$ cat src/rtl/icache_fetch.sv
// Direct-mapped, read-only instruction cache for the CPU fetch port.
// Lines are 16 bytes (4 words) and are refilled from a 128-bit block-read memory.
module icache_fetch #(
  parameter int unsigned ADDR_BITS = 10,
  parameter int unsigned NUM_LINES = 8
) (
  input  logic                 CLK,
  input  logic                 RESET,
  input  logic [31:0]          PC,
  input  logic                 READ,
  output logic [31:0]          INSTRUCTION,
  output logic                 BUSYWAIT,
  output logic                 MEM_READ,
  output logic [ADDR_BITS-5:0] MEM_ADDRESS,
  input  logic [127:0]         MEM_READDATA,
  input  logic                 MEM_VALID,
  output logic [15:0]          HIT_COUNT,
  output logic [15:0]          MISS_COUNT
);

  localparam int unsigned INDEX_BITS = $clog2(NUM_LINES);
  localparam int unsigned TAG_BITS   = ADDR_BITS - 4 - INDEX_BITS;

  typedef enum logic {IDLE, FETCH} state_t;

  state_t                    state_q;
  logic [NUM_LINES-1:0]      valid_q;
  logic [TAG_BITS-1:0]       tag_q  [NUM_LINES];
  logic [127:0]              data_q [NUM_LINES];
  logic [ADDR_BITS-5:0]      maddr_q;
  logic [15:0]               hit_cnt_q;
  logic [15:0]               miss_cnt_q;

  logic [INDEX_BITS-1:0]     pc_index;
  logic [TAG_BITS-1:0]       pc_tag;
  logic [1:0]                pc_offset;
  logic [INDEX_BITS-1:0]     fill_index;
  logic                      lookup;
  logic                      hit;
  logic                      miss;
  logic                      unused_pc_bits;

  assign pc_index   = PC[INDEX_BITS+3:4];
  assign pc_tag     = PC[ADDR_BITS-1:INDEX_BITS+4];
  assign pc_offset  = PC[3:2];
  assign fill_index = maddr_q[INDEX_BITS-1:0];
  assign unused_pc_bits = ^{PC[31:ADDR_BITS], PC[1:0]};

  // Lookups happen only in IDLE and never while RESET is held.
  assign lookup = !RESET && (state_q == IDLE) && READ;
  assign hit    = lookup && valid_q[pc_index] && (tag_q[pc_index] == pc_tag);
  assign miss   = lookup && !hit;

  always_comb begin
    INSTRUCTION = 32'h0;
    if (hit) begin
      INSTRUCTION = data_q[pc_index][32*pc_offset +: 32];
    end
  end

  assign BUSYWAIT    = (state_q == FETCH) || miss;
  assign MEM_READ    = (state_q == FETCH);
  assign MEM_ADDRESS = (state_q == FETCH) ? maddr_q : '0;
  assign HIT_COUNT   = hit_cnt_q;
  assign MISS_COUNT  = miss_cnt_q;

  always_ff @(posedge CLK) begin
    if (RESET) begin
      state_q    <= IDLE;
      valid_q    <= '0;
      maddr_q    <= '0;
      hit_cnt_q  <= '0;
      miss_cnt_q <= '0;
    end else begin
      case (state_q)
        IDLE: begin
          if (hit && (hit_cnt_q != 16'hFFFF)) begin
            hit_cnt_q <= hit_cnt_q + 16'd1;
          end
          if (miss) begin
            maddr_q <= {pc_tag, pc_index};
            state_q <= FETCH;
            if (miss_cnt_q != 16'hFFFF) begin
              miss_cnt_q <= miss_cnt_q + 16'd1;
            end
          end
        end
        FETCH: begin
          if (MEM_VALID) begin
            data_q[fill_index]  <= MEM_READDATA;
            tag_q[fill_index]   <= maddr_q[ADDR_BITS-5:INDEX_BITS];
            valid_q[fill_index] <= 1'b1;
            state_q             <= IDLE;
          end
        end
        default: state_q <= IDLE;
      endcase
    end
  end

endmodule
$ cat config.mk
export PLATFORM = sky130hd
export DESIGN_NAME = icache_fetch
export DESIGN_NICKNAME = d
export VERILOG_FILES = /design/src/rtl/icache_fetch.sv
export SDC_FILE = /design/constraint.sdc
export NUM_CORES = 1
export LEC_CHECK = 0
export ABC_AREA = 1
export CORE_MARGIN = 4
export CORE_UTILIZATION = 50
export DETAILED_ROUTE_END_ITERATION = 8
export PLACE_DENSITY = 0.71
export SYNTH_ARGS = -nofsm -noshare
export SYNTH_HDL_FRONTEND = slang
export SYNTH_SLANG_ARGS = --single-unit
$ cat constraint.sdc
create_clock -name CLK -period 24.4 [get_ports CLK]
set_input_delay 4.88 -clock CLK [delete_from_list [all_inputs] [get_ports CLK]]
set_output_delay 4.88 -clock CLK [all_outputs]
set_load 0.01 [all_outputs]
After elaboration in Yosys (flattened, before gate mapping):

Memory sizes are Yosys's and may differ from the RTL's.
Index checks and enable logic that the tools add are counted.

* bits in registers: 47
* memory bits (writable): 1048
* output and inout bits: 72
* memories kept: 2

Memory list
* data_q: words 8, bits a word 128, read ports 1, clocked after Yosys merged registers in 0, write ports 1, RTL line 29 `logic [127:0] data_q [NUM_LINES];`
* tag_q: words 8, bits a word 3, read ports 1, clocked after Yosys merged registers in 0, write ports 1, RTL line 28 `logic [TAG_BITS-1:0] tag_q [NUM_LINES];`

* add/sub/neg operators: 2
* magnitude comparators: 3
* equal/unequal tests: 3
* shift-type cells: 1
* muxes and demuxes: 13
* bitwise operators: 2
* reductions and logical operators: 14

Operator list (number)
* variable part select 128 x 8 -> 32 bit: 1
* adder 16 x 1 -> 16 bit (second input constant): 2
* 2-to-1 mux 32 bit: 1
* != test 16 bit (second input constant): 2
* less-than comparator 3 x 4 -> 1 bit (second input constant): 2
* 2-to-1 mux 1 bit: 8
* OR 8 bit: 1
* logical AND 1 bit: 7
* 2-to-1 mux 6 bit: 1
* AND reduction 2 bit: 3
* binary-select mux 1 bit (select 3 bit): 1
* demux 1 bit (select 3 bit): 1
* == test 3 bit: 1
* greater-or-equal comparator 3 x 1 -> 1 bit (second input constant): 1
* AND reduction 3 bit: 1
* zero test 1 bit: 2
* case mux 1 bit (2 select lines): 1
* logical OR 1 bit: 1
* inverter 1 bit: 1

Depth between registers and ports, before layout:

* depth in word-level cells: 9
* mapped depth: 15
* gate-level depth less buffers: 13

Worst setup path before layout:

No wires, ideal clock.

* path kind: input to register
* start: input port RESET
* end: memory data_q[0][0], enable pin
* arrival time: 10.752 ns
* required time: 23.777 ns
* setup slack: 13.024 ns
* cell stages on the path: 3
* cells stage by stage: nor3_1 -> nand2_1 -> nor2_1

* cells in the longest elaborated chain, start to end: 2

Ends and longest elaborated chain
* from (decl): RTL line 8 `input logic RESET,`
* 2-to-1 mux 1 bit: RTL line 68 `if (RESET) begin`
* 2-to-1 mux 1 bit (not written as such): RTL line 90 `data_q[fill_index] <= MEM_READDATA;`
* to (decl): RTL line 29

Every way passes these cells.

Worst setup path after layout:

* start: input port PC[4]
* end: output port INSTRUCTION[10]

* cells in the longest elaborated chain, start to end: 5
* elaborated cells on any way between the ends: 9
* classes of those cells: eq/ne (1); shift (1); mux (3); reduce/logical (2); memory (2)

Ends and longest elaborated chain
* from (decl): RTL line 9 `input logic [31:0] PC,`
* branches (longest 4 deep; another with memory (8 x 128 bit))
* 2-to-1 mux 32 bit (*): RTL line 56 `if (hit) begin`
* to (decl): RTL line 11 `output logic [31:0] INSTRUCTION,`

Every way passes the cells marked *. The select of a mux whose other input is x is not followed.

==> summary.json <==
{
  "status": {
    "run_status": "finished, final reports clean"
  },
  "cts": {
    "clock-sinks": 1095,
    "cts_inserted_buffers": 106,
    "clkSlewWorstSetupHoldPaths_ns": 0.06,
    "clockBufferDepth": 3,
    "post_cts_hold_buffer_count": 0,
    "post_cts.repair.setup_buffers": 0,
    "cts-root-buf": "sky130_fd_sc_hd__clkbuf_16",
    "cts-resized-gates": 0,
    "cts_tree": "yes",
    "clk-insertion-delay-late_ns": 0.67,
    "h-tree-depth": 3
  },
  "critical_path": {
    "crit_required_ns": 19.52,
    "critical_path.cell_chain": "buf_8, inv_16, buf_4, buf_4, nand2_1, a22oi_1, nand2_1, nand3_1, o211ai_1, a21oi_2, clkdlybuf4s50_1",
    "worst_path_dominant_cell_family": "buffers and inverters",
    "critical_path_peak_fanout": 206,
    "crit_path_cell_count": 11,
    "reg2regPathDepth": 6,
    "cp_data_arrival_time_ns": 9.44,
    "critPathMaxStageDelay_ns": 0.91,
    "timing.setup.critical_path_class": "in2out",
    "endpoint_kind": "primary output",
    "critPathLaunchType": "input port",
    "critical_path.slowest_cell": "sky130_fd_sc_hd__buf_4",
    "crit_buf_inv": 5
  },
  "yosys": {
    "synth_area_um2": 44200,
    "yosysSeqAreaShare": 0.733,
    "number_of_synthesized_flops_with_an_enable_pin": 1048,
    "synth_common_cells": "sky130_fd_sc_hd__edfxtp_1 (1,048), sky130_fd_sc_hd__nand2_1 (936), sky130_fd_sc_hd__nand3_1 (413)",
    "synth_largest_area_cell": "sky130_fd_sc_hd__edfxtp_1",
    "async_reset_ff_frac": 0,
    "synthCells": 3544,
    "ys_dominant_reg_cell": "sky130_fd_sc_hd__edfxtp_1",
    "synthesis.area_per_instance_um2": 12.5,
    "synth.yosys.warnings": 0,
    "syn-num-nets": 3710,
    "netlist.area_leader.share": 0.712,
    "flops_latches_synth": 1095,
    "synth_top_cells_by_area": "sky130_fd_sc_hd__edfxtp_1 (71%), sky130_fd_sc_hd__nand2_1 (7.9%), sky130_fd_sc_hd__nand3_1 (4.7%), sky130_fd_sc_hd__a21oi_1 (4.3%), sky130_fd_sc_hd__a22oi_1 (2.6%)",
    "number_of_library_cell_types_mapped_by_synthesis": 39,
    "yosys.cell_count.top_type": "sky130_fd_sc_hd__edfxtp_1"
  },
  "sta": {
    "drv_slew": 0,
    "layout_worst_path_cycle_share": 0.587,
    "timing.fmax_mhz": 69.9,
    "final.min_clock_period_ns": 14.32,
    "rsz0062_at_grt": "false",
    "timing.final.hold_violations": 0,
    "final.setup_skew_ns": 0.0134,
    "relSlewSlack": 0.225,
    "worst-slew-pin-transition_ns": 1.16,
    "timing.setup.tns_ns": 0,
    "report.final.setup_viol": 0
  },
  "global_route": {
    "overflow": 0,
    "first_pass_grt_wire_length_mm": 169,
    "grt_antenna_before_repair": 21,
    "vias_in_the_first_global_route": 27034,
    "global_route.usage.total": 0.239,
    "maximum_number_of_pins_on_one_net_before_global_route_repair": 207
  },
  "layout": {
    "finalNonFillerCells": 4911,
    "finish.utilization": 0.581,
    "finalNetCount": 3825,
    "areaGrowthSynthToFinish_pct": 14.6,
    "final_layout_size_suffix_gt1_frac": 0.0697
  },
  "pwr": {
    "pwr-share-seq": 0.520,
    "switching_share": 0.213,
    "pwr-share-clk": 0.423,
    "total_leakage_power_nw": 17.2,
    "irDropWorstVdd_v": 0.0000563,
    "power.combinational.fraction": 0.057,
    "p_sw_w": 0.000846,
    "power_density_nw_per_um2": 78.5,
    "power.internal_w": 0.00313,
    "power.total_w": 0.00398
  },
  "min_path": {
    "hold-path-cell-count": 2,
    "hold_path.class": "reg2reg"
  },
  "route": {
    "dr.pass1.iters": 6,
    "drcViolationCount": 0,
    "drt-initial-drc-count": 3360,
    "wl_met2_mm": 53.6,
    "via_per_inst": 5.87,
    "dr.max_layer_used": "met5",
    "wl_per_cell_um": 23.5,
    "drt.antenna.violating_nets": 0,
    "num_vias": 28830,
    "route.layer.met1.wl_mm": 47.3,
    "drt_wl_total_mm": 115,
    "detailroute.wirelength.met3_mm": 10.8
  },
  "floorplanning": {
    "dieWidth_um": 305,
    "height_of_the_chip_um": 305,
    "rows": 108,
    "design.core.area_um2": 87300,
    "num_io_pins": 236,
    "initial_utilization": 0.507,
    "design.die.area_um2": 93300
  },
  "place": {
    "dpl.cell_count": 4706,
    "globalplace.congestion": 0.812,
    "portBuffers": 211,
    "hpwl_dp_mm": 60.3
  },
  "flow_run": {
    "drv.max_cap_violation_count": 0
  }
}
[cell usage in the layout, fill, tap and decap left out, types with 30 or more instances in the layout]
cell                              Yosys  final
sky130_fd_sc_hd__a22oi_1            153    153
sky130_fd_sc_hd__dfxtp_1             47     47
sky130_fd_sc_hd__a21oi_2             30     30
sky130_fd_sc_hd__clkdlybuf4s50_1      0    206
sky130_fd_sc_hd__buf_4                1     33
sky130_fd_sc_hd__nor2_1              64     56
sky130_fd_sc_hd__a21oi_1            384    384
sky130_fd_sc_hd__clkbuf_16            0    109
sky130_fd_sc_hd__nand2_1            936    936
sky130_fd_sc_hd__inv_1               63     62
sky130_fd_sc_hd__edfxtp_1          1048   1048
sky130_fd_sc_hd__nand3_1            413    413
[cells by family (layout without fill, tap and decap cells)]
kind of cell,Yosys count,in the layout,share of synthesized area
buf+inv,308,510,0.0318
fa+ha+maj,2,2,0.000566
flops,1095,1095,0.733
xor+xnor,27,27,0.00535
other cells,0,10,0
compound gates,651,651,0.0890
simple gates,1461,1461,0.140
[per-stage QoR]
stage	area (µm²)	setup WS, ns	hold slack, ns
6_report	50700	10.08	0.484
5_1_grt	50700	9.72	0.506
4_1_cts	50700	9.99	0.483
3_5_place_dp	47100	9.99	0.474
3_3_place_gp	47100	10.10	0.465
2_1_floorplan	44200	13.02	0.458
[tightest hold or removal path: stages, from the launching register on]
cell and delay, ns:
sky130_fd_sc_hd__dfxtp_1 0.30, sky130_fd_sc_hd__inv_1 0.06, sky130_fd_sc_hd__o22ai_1 0.08
[flip-flops by register name, summed over array words and instances (netlist names)]
signal / count
MEM_READ: 1
HIT_COUNT: 16
MISS_COUNT: 16
valid_q: 8
tag_q: 24
maddr_q: 6
data_q: 1024
[power groups by stage]
stage	Sequential, W	Clock [W]	Combinational, W
CTS	0.00207	0.00170	0.000226
global route	0.00207	0.00178	0.000247
detailed placement	0.00211	0	0.000225
global placement	0.00211	0	0.000221
floorplan	0.00211	0	0.000128
finish	0.00207	0.00168	0.000228
[routing by layer]
layer / track usage / up-vias
li1: - / 13165
met1: 0.334 / 14107
met2: 0.376 / 1316
met3: 0.0539 / 220
met4: 0.0773 / 22
met5: 0 / -
[path summary, 6_finish.rpt]
| kind | from | to | slack [ns] |
|---|---|---|---|
| worst max register to register | MEM_READ | data_q[2][87] | 19.95 |
| worst max-delay path | PC[4] | INSTRUCTION[10] | 10.08 |
| worst min register to register | valid_q[3] | valid_q[3] | 0.48 |
| worst min-delay path | valid_q[3] | valid_q[3] | 0.48 |
[final cells by class]
type	count	area, µm²
inverters	68	284
well taps	1155	1450
clock inverters	67	803
repair buffers	247	2440
multi-input cells	2141	10500
fillers	6775	36600
diodes	10	25.0
flip-flops and latches	1095	32400
clock buffers	128	2800
No activity file was read; power rests on OpenSTA's default activity.
